--- src/rtl/i2s_sched_pkg.sv ---
// i2s_sched_pkg: shared definitions for the I2S sample scheduler.
//   - mode codes driven on the scheduler's 'mode' input
//   - scheduler state encoding
//   - default sample width / stream timeout
//   - cnt_width(): width of a counter that must hold 0..t (at least 1 bit)
package i2s_sched_pkg;

  localparam int DEF_W       = 16;
  localparam int DEF_TIMEOUT = 64;

  typedef enum logic [1:0] {
    MODE_TONE   = 2'd0,
    MODE_STREAM = 2'd1,
    MODE_PREF   = 2'd2,
    MODE_MUTE   = 2'd3
  } mode_e;

  typedef enum logic [1:0] {
    IDLE   = 2'd0,
    FETCH  = 2'd1,
    STAGED = 2'd2
  } state_e;

  function automatic int cnt_width(input int t);
    return (t > 0) ? $clog2(t + 1) : 1;
  endfunction

endpackage

--- src/rtl/i2s_sched_fallback_timer.sv ---
// i2s_sched_fallback_timer: saturating wait counter used while fetching in
// stream-preferred mode. Counts FETCH cycles; 'expired' is high once the
// count has reached TIMEOUT (immediately when TIMEOUT = 0). Never wraps.
// Ports:
//   clk, rst   clock, synchronous active-high reset
//   clr        force count to 0 on the next cycle (wins over en)
//   en         count this cycle
//   expired    count == TIMEOUT
module i2s_sched_fallback_timer
  import i2s_sched_pkg::*;
#(
  parameter int TIMEOUT = DEF_TIMEOUT
) (
  input  logic clk,
  input  logic rst,
  input  logic clr,
  input  logic en,
  output logic expired
);

  localparam int            CW    = cnt_width(TIMEOUT);
  localparam logic [CW-1:0] LIMIT = CW'(TIMEOUT);

  logic [CW-1:0] cnt_q, cnt_d;

  always_comb begin
    cnt_d = cnt_q;
    if (clr)                       cnt_d = '0;
    else if (en && cnt_q != LIMIT) cnt_d = cnt_q + CW'(1);
  end

  always_ff @(posedge clk) begin
    if (rst) cnt_q <= '0;
    else     cnt_q <= cnt_d;
  end

  assign expired = (cnt_q == LIMIT);

endmodule

--- src/rtl/i2s_sample_sched.sv ---
// i2s_sample_sched: arbitrates the I2S slave shifter between the tone
// generator (s0) and the USB stream (s1). After each lrclk edge it fetches
// one sample for the following slot, stages it, and hands it to the shifter
// one cycle after the next edge. A slot that ends without a usable sample
// gets the channel's last sample (0 when muted) and an underrun pulse.
// Ports:
//   clk, rst             clock, synchronous active-high reset
//   lr_edge, lr_ws       synchronised lrclk change pulse and new word select
//   mode                 0 tone, 1 stream, 2 stream w/ tone fallback, 3 mute
//   s0_*, s1_*           valid/ready sample sources (ready gated by ~rst)
//   out_data/ch/load     sample, channel and reload pulse for the shifter
//   underrun             pulse with out_load when a fallback was presented
//   busy                 high while fetching
// Optional (macro I2S_SCHED_STATS_EN): stat_clr input and saturating 16-bit
// underrun_cnt output.
module i2s_sample_sched
  import i2s_sched_pkg::*;
#(
  parameter int W       = DEF_W,
  parameter int TIMEOUT = DEF_TIMEOUT
) (
  input  logic         clk,
  input  logic         rst,
  input  logic         lr_edge,
  input  logic         lr_ws,
  input  logic [1:0]   mode,
  input  logic [W-1:0] s0_data,
  input  logic         s0_valid,
  output logic         s0_ready,
  input  logic [W-1:0] s1_data,
  input  logic         s1_valid,
  output logic         s1_ready,
  output logic [W-1:0] out_data,
  output logic         out_load,
  output logic         out_ch,
  output logic         underrun,
  output logic         busy
`ifdef I2S_SCHED_STATS_EN
  ,
  input  logic         stat_clr,
  output logic [15:0]  underrun_cnt
`endif
);

  state_e              state_q, state_d;
  mode_e               mode_q, mode_d;
  logic                tc_q, tc_d;          // channel being fetched for
  logic [W-1:0]        stg_data_q, stg_data_d;
  logic                stg_tag_q, stg_tag_d;
  logic [1:0][W-1:0]   last_q, last_d;      // hold-last per channel
  logic [W-1:0]        out_data_q, out_data_d;
  logic                out_load_q, out_load_d;
  logic                out_ch_q, out_ch_d;
  logic                underrun_q, underrun_d;

  logic         in_fetch, hs0, hs1, mute_take, take;
  logic [W-1:0] take_data;
  logic         timer_clr, expired;
  logic         avail, avail_tag;
  logic [W-1:0] avail_data;

  i2s_sched_fallback_timer #(.TIMEOUT(TIMEOUT)) u_timer (
    .clk     (clk),
    .rst     (rst),
    .clr     (timer_clr),
    .en      (in_fetch),
    .expired (expired)
  );

  assign in_fetch = (state_q == FETCH);

  // s1 wins a same-cycle collision in PREF: s0_ready drops whenever s1 fires.
  assign s1_ready = ~rst & in_fetch & (mode_q == MODE_STREAM || mode_q == MODE_PREF);
  assign hs1      = s1_valid & s1_ready;
  assign s0_ready = ~rst & in_fetch &
                    ((mode_q == MODE_TONE) || (mode_q == MODE_PREF && expired && !hs1));
  assign hs0      = s0_valid & s0_ready;

  // Mute "transfers" a zero on the first FETCH cycle without touching last[].
  assign mute_take = ~rst & in_fetch & (mode_q == MODE_MUTE);
  assign take      = hs0 | hs1 | mute_take;
  assign take_data = hs1 ? s1_data : (hs0 ? s0_data : '0);

  always_comb begin
    state_d    = state_q;
    mode_d     = mode_q;
    tc_d       = tc_q;
    stg_data_d = stg_data_q;
    stg_tag_d  = stg_tag_q;
    last_d     = last_q;
    out_data_d = out_data_q;
    out_ch_d   = out_ch_q;
    out_load_d = 1'b0;
    underrun_d = 1'b0;
    timer_clr  = !in_fetch;
    avail      = 1'b0;
    avail_data = stg_data_q;
    avail_tag  = stg_tag_q;

    case (state_q)
      IDLE: ;
      FETCH: begin
        if (take) begin
          stg_data_d = take_data;
          stg_tag_d  = tc_q;
          if (hs0 || hs1) last_d[tc_q] = take_data;
          state_d    = STAGED;
          // a transfer landing on the edge cycle still counts for this slot
          avail      = 1'b1;
          avail_data = take_data;
          avail_tag  = tc_q;
        end
      end
      STAGED:  avail = 1'b1;
      default: state_d = IDLE;
    endcase

    if (lr_edge) begin
      out_load_d = 1'b1;
      out_ch_d   = lr_ws;
      tc_d       = ~lr_ws;
      mode_d     = mode_e'(mode);
      state_d    = FETCH;
      timer_clr  = 1'b1;
      if (state_q == IDLE) begin
        out_data_d = '0;
      end else if (avail && avail_tag == lr_ws) begin
        out_data_d = avail_data;
      end else begin
        // starved slot, or staged sample tagged for the other channel
        out_data_d = (mode_q == MODE_MUTE) ? '0 : last_q[lr_ws];
        underrun_d = 1'b1;
      end
    end
  end

  always_ff @(posedge clk) begin
    if (rst) begin
      state_q    <= IDLE;
      mode_q     <= MODE_TONE;
      tc_q       <= 1'b0;
      stg_data_q <= '0;
      stg_tag_q  <= 1'b0;
      last_q     <= '0;
      out_data_q <= '0;
      out_load_q <= 1'b0;
      out_ch_q   <= 1'b0;
      underrun_q <= 1'b0;
    end else begin
      state_q    <= state_d;
      mode_q     <= mode_d;
      tc_q       <= tc_d;
      stg_data_q <= stg_data_d;
      stg_tag_q  <= stg_tag_d;
      last_q     <= last_d;
      out_data_q <= out_data_d;
      out_load_q <= out_load_d;
      out_ch_q   <= out_ch_d;
      underrun_q <= underrun_d;
    end
  end

  assign out_data = out_data_q;
  assign out_load = out_load_q;
  assign out_ch   = out_ch_q;
  assign underrun = underrun_q;
  assign busy     = in_fetch;

`ifdef I2S_SCHED_STATS_EN
  logic [15:0] underrun_cnt_q, underrun_cnt_d;

  // counts the visible underrun pulse; clear has priority
  always_comb begin
    underrun_cnt_d = underrun_cnt_q;
    if (stat_clr)                                    underrun_cnt_d = '0;
    else if (underrun_q && underrun_cnt_q != 16'hFFFF) underrun_cnt_d = underrun_cnt_q + 16'd1;
  end

  always_ff @(posedge clk) begin
    if (rst) underrun_cnt_q <= '0;
    else     underrun_cnt_q <= underrun_cnt_d;
  end

  assign underrun_cnt = underrun_cnt_q;
`endif

endmodule

--- config.mk ---
export PLATFORM = sky130hd
export DESIGN_NAME = i2s_sample_sched
export DESIGN_NICKNAME = d
export VERILOG_FILES = /design/src/rtl/i2s_sched_pkg.sv /design/src/rtl/i2s_sched_fallback_timer.sv /design/src/rtl/i2s_sample_sched.sv
export SDC_FILE = /design/constraint.sdc
export NUM_CORES = 1
export LEC_CHECK = 0
export CORE_MARGIN = 1
export CORE_UTILIZATION = 47
export CTS_CLUSTER_DIAMETER = 200
export CTS_CLUSTER_SIZE = 20
export DETAILED_ROUTE_END_ITERATION = 10
export PLACE_DENSITY = 0.8
export SYNTH_ARGS = -nofsm -noshare
export SYNTH_HDL_FRONTEND = slang
export SYNTH_HIERARCHICAL = 1
export SYNTH_SLANG_ARGS = --single-unit
--- constraint.sdc ---
create_clock -name clk -period 2.39 [get_ports clk]
set_clock_uncertainty 0.05 [all_clocks]
set_input_delay 0.3585 -clock clk [delete_from_list [all_inputs] [get_ports clk]]
set_output_delay 0.3585 -clock clk [all_outputs]
set_load 0.03 [all_outputs]
Yosys cells after proc, flatten, opt, wreduce, memory -nomap -nowiden. Index checks and enable logic that the tools add are counted.

Reductions and logical operators: 19. Add/subtract/negate cells: 1. Multiplexer cells: 22. Eq/ne operators: 11. Bitwise gates (word level): 12. $lt $le $gt $ge: 3.

Operator list (count): $mux W16 (10); $bwmux W32 (1); $demux W16 S1 (1); $add A7 B1 Y7 const B (1); $eq A7 B7 Y1 const B (1); $mux W1 (7); $ne A7 B7 Y1 const B (1); $and A1 B1 Y1 (6); $eq A2 B2 Y1 const B (3); $reduce_or A2 Y1 (3); $logic_and A1 B1 Y1 (5); $eq A2 B1 Y1 const B (2); $logic_not A2 Y1 (2); $lt A1 B2 Y1 const B (2); $ne A2 B1 Y1 const B (2); $not A1 Y1 (4); $pmux W2 S2 (1); $reduce_and A2 Y1 (2); $logic_or A1 B1 Y1 (3); $ne A3 B2 Y1 const B (1); $reduce_and A3 Y1 (1); $reduce_or A3 Y1 (1); $logic_not A1 Y1 (2); $mux W2 (1); 4 further kinds (5).

Bits in registers: 80. Output and inout bits: 22. Bits of input ports: 40.

Depth between registers and ports, before layout.
Word-level depth: 17. Gate-level depth with buffers: 10. Depth with buffers taken out: 9.

Modules after synthesis. Netlist, hierarchy kept.

Modules (own cells, without submodules): i2s_sample_sched (cells an instance 315, instances 1, area an instance 3111.7 µm², sequential area each 1461.4 µm²); i2s_sched_fallback_timer (cells an instance 42, instances 1, area an instance 351.6 µm², sequential area each 140.1 µm²).

Least setup slack after synthesis. No wires, ideal clock.

Path type: reg2reg. Start point: reg u_timer.cnt_q[0]. End point: reg out_data_q[10] (netlist: out_data[10]). Stages on the path, launching flop included: 11. Slack: 0.081 ns. Path buffers: 2. Data arrival time: 2.130 ns. Cells stage by stage: dfxtp_1 > inv_1 > ha_1 > or4b_1 > nor3_1 > a21o_1 > a2bb2oi_2 > buf_2 > buf_2 > a222oi_1 > o21ai_1.

Word-level cells in the longest chain between the ends: 14.

RTL lines: start: declaration (RTL line i2s_sched_fallback_timer.sv:24) `logic [CW-1:0] cnt_q, cnt_d;`; start signal: assignment (RTL line i2s_sched_fallback_timer.sv:34) `else cnt_q <= cnt_d;`; $eq A7 B7 Y1 (*) (RTL line i2s_sched_fallback_timer.sv:37) `assign expired = (cnt_q == LIMIT);`; named net expired (RTL line i2s_sample_sched.sv:58) `logic timer_clr, expired;`; $logic_and A1 B1 Y1 (*) (2 in a row) (RTL line i2s_sample_sched.sv:76) `((mode_q == MODE_TONE) || (mode_q == MODE_PREF && expired && !hs1));`; $logic_or A1 B1 Y1 (*) (RTL line i2s_sample_sched.sv:76); $and A1 B1 Y1 (*) (RTL line i2s_sample_sched.sv:75) `assign s0_ready = ~rst & in_fetch &`; $and A1 B1 Y1 (*) (RTL line i2s_sample_sched.sv:77) `assign hs0 = s0_valid & s0_ready;`; $or A1 B1 Y1 (2 in a row) (RTL line i2s_sample_sched.sv:81) `assign take = hs0 | hs1 | mute_take;`; $mux W1 (RTL line i2s_sample_sched.sv:103) `if (take) begin`; $mux W1; $eq A1 B1 Y1 (RTL line i2s_sample_sched.sv:127) `end else if (avail && avail_tag == lr_ws) begin`; $logic_and A1 B1 Y1 (RTL line i2s_sample_sched.sv:127); $mux W16 (*) (RTL line i2s_sample_sched.sv:127); $mux W16 (*) (RTL line i2s_sample_sched.sv:125) `if (state_q == IDLE) begin`; end signal: assignment (RTL line i2s_sample_sched.sv:156) `out_data_q <= out_data_d;`; end: declaration (RTL line i2s_sample_sched.sv:51) `logic [W-1:0] out_data_q, out_data_d;`.

Mark *: on every way through the listed nets, which the timed path passes. The rest lies on a longest branch. A chain may end at the register's enable or synchronous reset.

Final worst setup path.
Start point: reg u_timer.cnt_q[0]. End point: reg stg_data_q[0].

Word-level cells in the longest chain between the ends: 10.

RTL lines: $eq A7 B7 Y1 (*) (RTL line i2s_sched_fallback_timer.sv:37); named net expired (RTL line i2s_sample_sched.sv:58); $logic_and A1 B1 Y1 (*) (2 in a row) (RTL line i2s_sample_sched.sv:76); $logic_or A1 B1 Y1 (*) (RTL line i2s_sample_sched.sv:76); $and A1 B1 Y1 (*) (RTL line i2s_sample_sched.sv:75); $and A1 B1 Y1 (*) (RTL line i2s_sample_sched.sv:77); $mux W16 or $or A1 B1 Y1 (tied branches) (2 in a row) (RTL line i2s_sample_sched.sv:82, i2s_sample_sched.sv:81); $mux W16 (*) (RTL line i2s_sample_sched.sv:103); $mux W16 (*); end signal: assignment (RTL line i2s_sample_sched.sv:153) `stg_data_q <= stg_data_d;`; end: declaration (RTL line i2s_sample_sched.sv:48) `logic [W-1:0] stg_data_q, stg_data_d;`.

Marked as above.

==> out/metrics.cfg <==
[synthesis]
syn_avg_cell_area_um2=9.701
ys_ff_latch=80
synthCells=357
ys_seq_area_share_pct=46.24
synth-edff-count=0
synth_fp_nets=405
synth_area_um2=3463
ys.flop_type=dfxtp_1
synthArstFlopShare_pct=0
ys_warn_count=6
yosysUniqueCellTypes=44

[layout]
drive_above_1_share_pct=21.68
final_common_cell=dfxtp_1
syn_to_final_growth_pct=33.81
final_cell_area_um2=4634
finalNetCount=472
final_util_pct=66.74
num_antenna_cells=0
final_cell_mix=78 x dfxtp_1, 60 x nor2_1, 58 x clkdlybuf4s50_1

[setup_path]
rr_endpoint=stg_data_q[0]$_SDFF_PP0_
reg2reg_slack_ns=0.0005
start_kind=flop
arrival_ns=2.57
worstSetupPathType=reg -> reg
max_stage_delay_ns=0.47
cp-end-kind=flop
path_buf_inv=3
worst_path_most_repeated_cell=buf_4
required_ns=2.57
path_cells=inv_2 -> ha_1 -> or4b_4 -> nor3_4 -> a21o_1 -> a2bb2oi_2 -> buf_4 -> a222oi_1 -> buf_4 -> nor2_1
r2r_cells=10
cp_max_fo=6
slowest_stage=or4b_4
cp_top_family=compound AO/OA/AOI/OAI gates
rr_startpoint=u_timer/cnt_q[0]$_SDFFE_PP0P_

[route]
drt_iter0_markers=311
drt-total-wl_mm=8.741
firstDrtPassIters=6
vias=3070
ant_nets=0
drc=0
via_per_inst=5.848
wl_per_cell_um=16.65

[global_routing]
gr-usage-met3_pct=4.430
antenna_found_initial=0
globalRouteTotalUtil_pct=21.88
grt_pass1_wl_mm=12.94
grt_overflow=0
met2_usage_pct=36.01
busiest_layer=met2
grt_pass1_vias=2749
grt_max_degree=34
use_met1_pct=28.50

[clocking]
cts_buffer_depth=2
tritoncts=done
cts_buffers=9
root_buffer=clkbuf_8
clk_latency_ns=0.35
path_clk_slew_ns=0.09
h-tree-depth=3
cts.sinks=80

[power_and_ir_drop]
p_leak_nw=1.605
ir_drop_mv=0.3714
cellPowerDensity_nw_per_um2=596.9

[sta]
relSlewSlack_pct=72.44
min_period_ns=2.390
worst_pin_slew_ns=0.4109
finalHoldViolations=0
period_share_pct=99.98
clock.fmax_ghz=0.4185
drv_slew=0
finalSetupViolCount=0
rsz0062_at_grt=true
setup_ws_ns=0.0004907

[job]
cap_violations=0

[worst_hold_path]
min_path_type=in -> reg
worstHoldStart=rst
min_to=underrun$_SDFF_PP0_
hold-path-cell-count=3

[floorplan]
initial_core_util_pct=49.87
core_area_um2=6944
die_x_um=87.84
num_io_pins=62
rows=30
dieArea_um2=7716
die_h_um=87.84

[placement]
gp_congestion=0.7846
io_buffers=61
place_ws_ns=0.02064
dpl.hpwl_mm=5.350
dpl-instance-area_um2=4219

[run_status]
run_status=completed

==> registers in the layout, indices dropped and copies added, names as in the netlist, 2 cells and up <==
name	cells
u_timer/cnt_q	7
state_q	2
mode_q	2
stg_data_q	16
last_q	32
out_data	16
==> final cells by class <==
| class | count | area (um^2) |
|---|---|---|
| clock buffers | 10 | 137.6 |
| fillers | 540 | 2310 |
| well taps | 96 | 120.1 |
| flip-flops and latches | 80 | 1604 |
| repair buffers | 82 | 844.6 |
| multi-input cells | 243 | 1826 |
| clock inverters | 6 | 72.57 |
| inverters | 8 | 30.03 |
==> cells in the mapped netlist, drive strengths merged, types with 2 or more instances <==
cell type | count | area share (%)
a211oi | 33 | 7.2
a21oi | 7 | 1.2
a222oi | 16 | 4.6
a22oi | 32 | 6.9
and3b | 2 | 0.51
buf | 20 | 3.6
clkbuf | 7 | 0.76
dfxtp | 80 | 46
ha | 8 | 2.9
inv | 8 | 0.87
mux2 | 17 | 5.6
mux2i | 8 | 2.3
nand2 | 10 | 1.1
nand2b | 3 | 0.54
nand4 | 3 | 0.54
nor2 | 61 | 6.7
o21ai | 18 | 2.6
or3 | 3 | 0.54
xnor2 | 2 | 0.51
xor2 | 2 | 0.51
==> routing by layer <==
metal  vias to the layer above  part of all wire [%]  wire, um
met1                      1428                    43      3725
met2                       142                    49      4256
met3                        22                   6.9       607
met4                         0                   1.7       152
met5                         -                     0         0
li1                       1478                     -         -
==> worst reg2reg max path, stage by stage (launching register included) <==
cell	delay, ns
dfxtp_2	0.33
inv_2	0.05
ha_1	0.12
or4b_4	0.47
nor3_4	0.14
a21o_1	0.18
a2bb2oi_2	0.13
buf_4	0.19
a222oi_1	0.39
buf_4	0.18
nor2_1	0.03
==> timing repair <==
item / CTS / global route
gates cloned: 0 / 3
setup buffers: 0 / 1
hold buffers: 0 / 0
resized for setup: 2 / 29
hold endpoints to repair: 0 / 0
endpoints found under the setup margin: 2 / 40
pin swaps: 0 / 8
==> stage by stage <==
stage	total power, mW	setup TNS [ns]	cells	hold slack (ns)
after floorplan	1.585	0	357	0.4069
after global placement	1.715	0	505	0.4233
after detailed placement	1.722	0	505	0.4356
after CTS	2.750	0	521	0.3182
after global routing	2.870	-0.7327	525	0.3306
final	2.766	0	525	0.3238
==> worst max path at each step <==
stage	start	end	slack [ns]	cells after the start
detailed placement	u_timer/cnt_q[0]$_SDFFE_PP0P_	out_data[0]$_SDFFE_PP0P_	0.02	9
global route	u_timer/cnt_q[1]$_SDFFE_PP0P_	stg_data_q[0]$_SDFF_PP0_	-0.12	10
global placement	u_timer/cnt_q[0]$_SDFFE_PP0P_	out_data[11]$_SDFFE_PP0P_	0.1	9
finish	u_timer/cnt_q[0]$_SDFFE_PP0P_	stg_data_q[0]$_SDFF_PP0_	0.0005	10
CTS	u_timer/cnt_q[0]$_SDFFE_PP0P_	out_data[0]$_SDFFE_PP0P_	0.05	9
floorplan	u_timer/cnt_q[0]$_SDFFE_PP0P_	out_data[10]$_SDFFE_PP0P_	0.08	10
==> where the power goes <==
group,switching [mW],internal (mW)
clock,0.519,0.524
sequential,0.0171,1.37
combinational,0.174,0.165
total,0.710,2.06
==> cells by family after synthesis <==
logic type               synth area share (%)
AND/OR/NAND/NOR                         11.53
adder cells (fa/ha/maj)                 2.890
flip-flops                              46.24
buffers and inverters                   5.275
multiplexers                            7.948
XOR/XNOR                                1.012
AO/OA/AOI/OAI                           25.11
(Power assumes the default switching activity.)
==> variant 1 (same settings) <==
Build with the macro `I2S_SCHED_STATS_EN` defined.
--- a/src/rtl/i2s_sample_sched.sv
+++ b/src/rtl/i2s_sample_sched.sv
@@ -13,6 +13,8 @@
 //   busy                 high while fetching
 // Optional (macro I2S_SCHED_STATS_EN): stat_clr input and saturating 16-bit
 // underrun_cnt output.
+`define I2S_SCHED_STATS_EN
+
 module i2s_sample_sched
   import i2s_sched_pkg::*;
 #(
Interface: changed (added stat_clr and underrun_cnt); port bits go from 62 to 79. The function was not compared with the original's and may differ.
==> variant 1 against the unedited design <==
- the run now ends with negative setup slack left
- final area up 23%
- sequential cell count rose by 16
- wire length grew 27%
- area after synthesis is 21% higher
- setup slack worse by 0.041 ns
- sequential share of layout area decreased by 0.87 points
- total power grew 14%
- critical path depth did not move
- largest cell class unchanged
==> variant 1: results (changes against the unedited design) <==
- Largest Register: last_q
- Synth Area in Compound Gates: 0.218 (-0.0328)
- CP max FO: 8 (+2)
- DR vias: 3798 (+24%)
- Area of the multi-input gates: 2360 µm² (+29%)
- Non-clock inverter count: 11 (+3)
- Signal buffers share of area: 0.181 (-0.00157)
- Clock-cell share: 0.0368 (-0.00852)
- Slew HR: 0.667 (-0.0570)
- Run status: complete, but fails checks
- HPWL after DPL: 7.07 mm (+32%)
- Synth top area cells: dfxtp_1 (46%), nor2_1 (6.6%), a211oi_1 (6.1%)
- Multi-input comb cells: 308 (+27%)
- Mapped Cells: 444 (+24%)
- Leak: 1.94 nW (+21%)
- WL final: 11.1 mm (+27%)
- Seq/total area: 0.337 (-0.00869)
- Fin util: 0.658 (-0.00980)
- Critical path's top delay family: compound AO/OA/AOI/OAI gates
- Nets@finish: 575 (+22%)
- Count of input and output buffers: 78 (+28%)
- Placed inst area: 5140 µm² (+22%)
- Adder-cell share of the synthesized area: 0.0268 (-0.00207)
- Layout sequential cell count: 96 (+20%)
- Setup Viol. Count Final: 3 (+3)
- Initial drt markers: 291 (-6.4%)
- GPL Wtd Cong: 0.843 (+7.5%)
- Skew-Pair Late Insertion Delay: 0.37 ns (+0.02 ns)
- Placed insts: 618 (+22%)
- Largest net degree at the start of global routing: 33 (-2.9%)
- Layout cells sized above 1: 0.230 (+0.0134)
- Syn nets: 494 (+22%)
- Post-synthesis sequential area ratio: 0.458 (-0.00447)
- Crit path arrival time: 2.66 ns (+0.09 ns)
- Xor and xnor fraction of the mapped netlist area: 0.0313 (+0.0212)
- Signal buffers: 99 (+21%)
- First-pass GRT wire length: 16.2 mm (+25%)
- Register area: 1930 µm² (+20%)
- Commonest cells post-synth: dfxtp_1 (96), nor2_1 (74), a211oi_1 (34)
- Failing checks: negative setup slack
- # fillers: 671 (+24%)
- Worst setup margin: -0.0410 ns (-0.0414 ns)
- Unique masters post-synth: 50 (+14%)
- GRT Total Usage: 0.229 (+0.0104)
- VDD IR max: 0.337 mV (-9.3%)
## variant 1: cell count changes in the layout (fill, tap and decap cells not counted), sizes merged, moves of 6 or more
cell and change:
dfxtp +16, xor2 +6, clkdlybuf4s50 +16, nor2 +14
## variant 1: through the flow
stage / hold slack (ns) / setup TNS (ns) / worst slack [ns]
after floorplan: 0.407 / 0 / 0.0811
after global placement: 0.422 / 0 / 0.0369
after detailed placement: 0.441 / -0.377 / -0.0453
after CTS: 0.313 / 0 / 0.0137
after global routing: 0.346 / -3.74 / -0.150
final: 0.329 / -0.0474 / -0.0410
## variant 1: routing by layer
metal | part of all wire | global-route usage | vias up
met5 | 0 | 0 | -
met4 | 0.015 | 0.0833 | 0
met3 | 0.064 | 0.0423 | 14
met2 | 0.51 | 0.408 | 145
met1 | 0.41 | 0.273 | 1833
li1 | - | - | 1806
## variant 1: where the power goes
part	switching, mW	leakage, nW	internal [mW]
sequential	0.0199	0.778	1.63
clock	0.592	0.109	0.527
combinational	0.200	1.05	0.180
==> variant 2 (config.mk and constraints unchanged) <==
Without the edit above. Put one more register stage on the output `underrun`, with the module's reset. The value now appears one clock later. The other outputs are not delayed to match.
--- a/src/rtl/i2s_sample_sched.sv
+++ b/src/rtl/i2s_sample_sched.sv
@@ -163,7 +163,13 @@
   assign out_data = out_data_q;
   assign out_load = out_load_q;
   assign out_ch   = out_ch_q;
-  assign underrun = underrun_q;
+  always_ff @(posedge clk) begin
+    if (rst) begin
+      underrun <= '0;
+    end else begin
+      underrun <= underrun_q;
+    end
+  end
   assign busy     = in_fetch;
 
 `ifdef I2S_SCHED_STATS_EN
Check against the original RTL: not equivalent (a bounded check fails within 4 cycles, from zero or initial values and one cycle with rst high).
==> variant 2 against the unedited design <==
- wire length increased by 4.3%
- non-clock buffer count fell by 2
- area after synthesis up 1.4%
- global-route usage increased by 0.44 points
- total power shrank 0.57%
- sequential cell count rose by 1
- synthesized cell count is 0.84% higher
- setup slack gained 0.047 ns
- final area up 0.35%
- critical path type unchanged
- largest cell class unchanged
- largest power group unchanged
==> variant 2: results (changes against the unedited design) <==
- H-tree depth: 3 (unchanged)
- Register area: 1620 µm² (+1.2%)
- Post-Place Setup Slack: -0.0502 ns (-0.0708 ns)
- Met3 routed WL: 504 µm (-17%)
- Worst-Margin Slew: 0.445 ns (+0.0343 ns)
- Signal buffers share of area: 0.176 (-0.00575)
- GRT Total Usage: 0.223 (+0.00440)
- Global routing usage on met3: 0.0513 (+0.00701)
- Period minus WS final: 2.34 ns (-0.0468 ns)
- Unique masters post-synth: 45 (+2.3%)
- Initial drt markers: 262 (-16%)
- Drt first pass iters: 8 (+2)
- # fillers: 580 (+7.4%)
- Run status: completed
- GR Util met2: 0.366 (+0.00562)
- First-pass GRT wire length: 13.3 mm (+2.7%)
- DR vias: 3041 (-0.94%)
- Vias in the first global route: 2808 (+2.1%)
- Reg2reg end: last_q[0]$_SDFFE_PP0P_
- Routed met1 length: 4.05 mm (+8.6%)
- Synth Area in Compound Gates: 0.248 (-0.00349)
- Syn nets: 408 (+0.74%)
- WL final: 9.11 mm (+4.3%)
- Commonest cells post-synth: dfxtp_1 (81), nor2_1 (60), a211oi_1 (33)
- GPL Wtd Cong: 0.781 (-0.46%)
- Leak: 1.60 nW (-0.40%)
- Register-to-Register Setup Slack: 0.05 ns (+0.05 ns)
- VDD IR max: 0.346 mV (-6.8%)
- Post-synthesis sequential area ratio: 0.462 (-0.000725)
- Clock-cell share: 0.0420 (-0.00339)
- Xor and xnor fraction of the mapped netlist area: 0.00998 (-0.000141)
- Adder-cell share of the synthesized area: 0.0285 (-0.000402)
- CP max FO: 8 (+2)
- Area of the multi-input gates: 1860 µm² (+1.8%)
- Layout cells sized above 1: 0.220 (+0.00284)
- Met1 Use GR: 0.288 (+0.00315)
- Nets@finish: 471 (-0.21%)
- Signal buffers: 80 (-2.4%)
- Synth top area cells: dfxtp_1 (46%), a211oi_1 (7.1%), a22oi_1 (6.8%)
- Mux contribution to synthesized area: 0.0784 (-0.00110)
- Met2 wire length: 4.37 mm (+2.6%)
## variant 2: cell count changes after synthesis
cell and change:
buf_4 +2, buf_2 -3, o21ai_1 -4, nor2b_1 +1
buf_6 +2, dfxtp_1 +1, o21ai_0 +4
## variant 2: worst min-delay path by stage
stage | from | end | slack [ns] | cells after the start
global placement | underrun_q$_SDFF_PP0_ | underrun$_SDFF_PP0_ | 0.38 | 1
CTS | rst | underrun_q$_SDFF_PP0_ | 0.32 | 3
finish | rst | underrun_q$_SDFF_PP0_ | 0.32 | 3
global route | rst | underrun_q$_SDFF_PP0_ | 0.35 | 3
detailed placement | underrun_q$_SDFF_PP0_ | underrun$_SDFF_PP0_ | 0.37 | 1
floorplan | underrun_q$_SDFF_PP0_ | underrun$_SDFF_PP0_ | 0.36 | 1
## variant 2: metrics by stage
step | utilization | TNS (ns) | std cells | hold WS (ns) | cell area, µm²
6_report | 0.641 | 0 | 527 | 0.324 | 4650
3_3_place_gp | 0.581 | 0 | 507 | 0.380 | 4210
3_5_place_dp | 0.581 | -0.0782 | 507 | 0.373 | 4210
4_1_cts | 0.609 | 0 | 523 | 0.324 | 4420
2_1_floorplan | - | 0 | 360 | 0.364 | 3510
5_1_grt | 0.641 | -0.923 | 527 | 0.353 | 4650
## variant 2: repair_timing
action | in CTS | in global routing
setup buffers | 0 | 1
gates resized for setup | 3 | 34
pin swaps | 0 | 7
endpoints found under the setup margin | 11 | 37
gates cloned | 0 | 3
## variant 2: where the power goes
part	switching, mW	leakage, nW	internal, mW	total [mW]
logic	0.179	0.850	0.165	0.344
clock network	0.518	0.0929	0.486	1.00
registers	0.0183	0.656	1.38	1.40
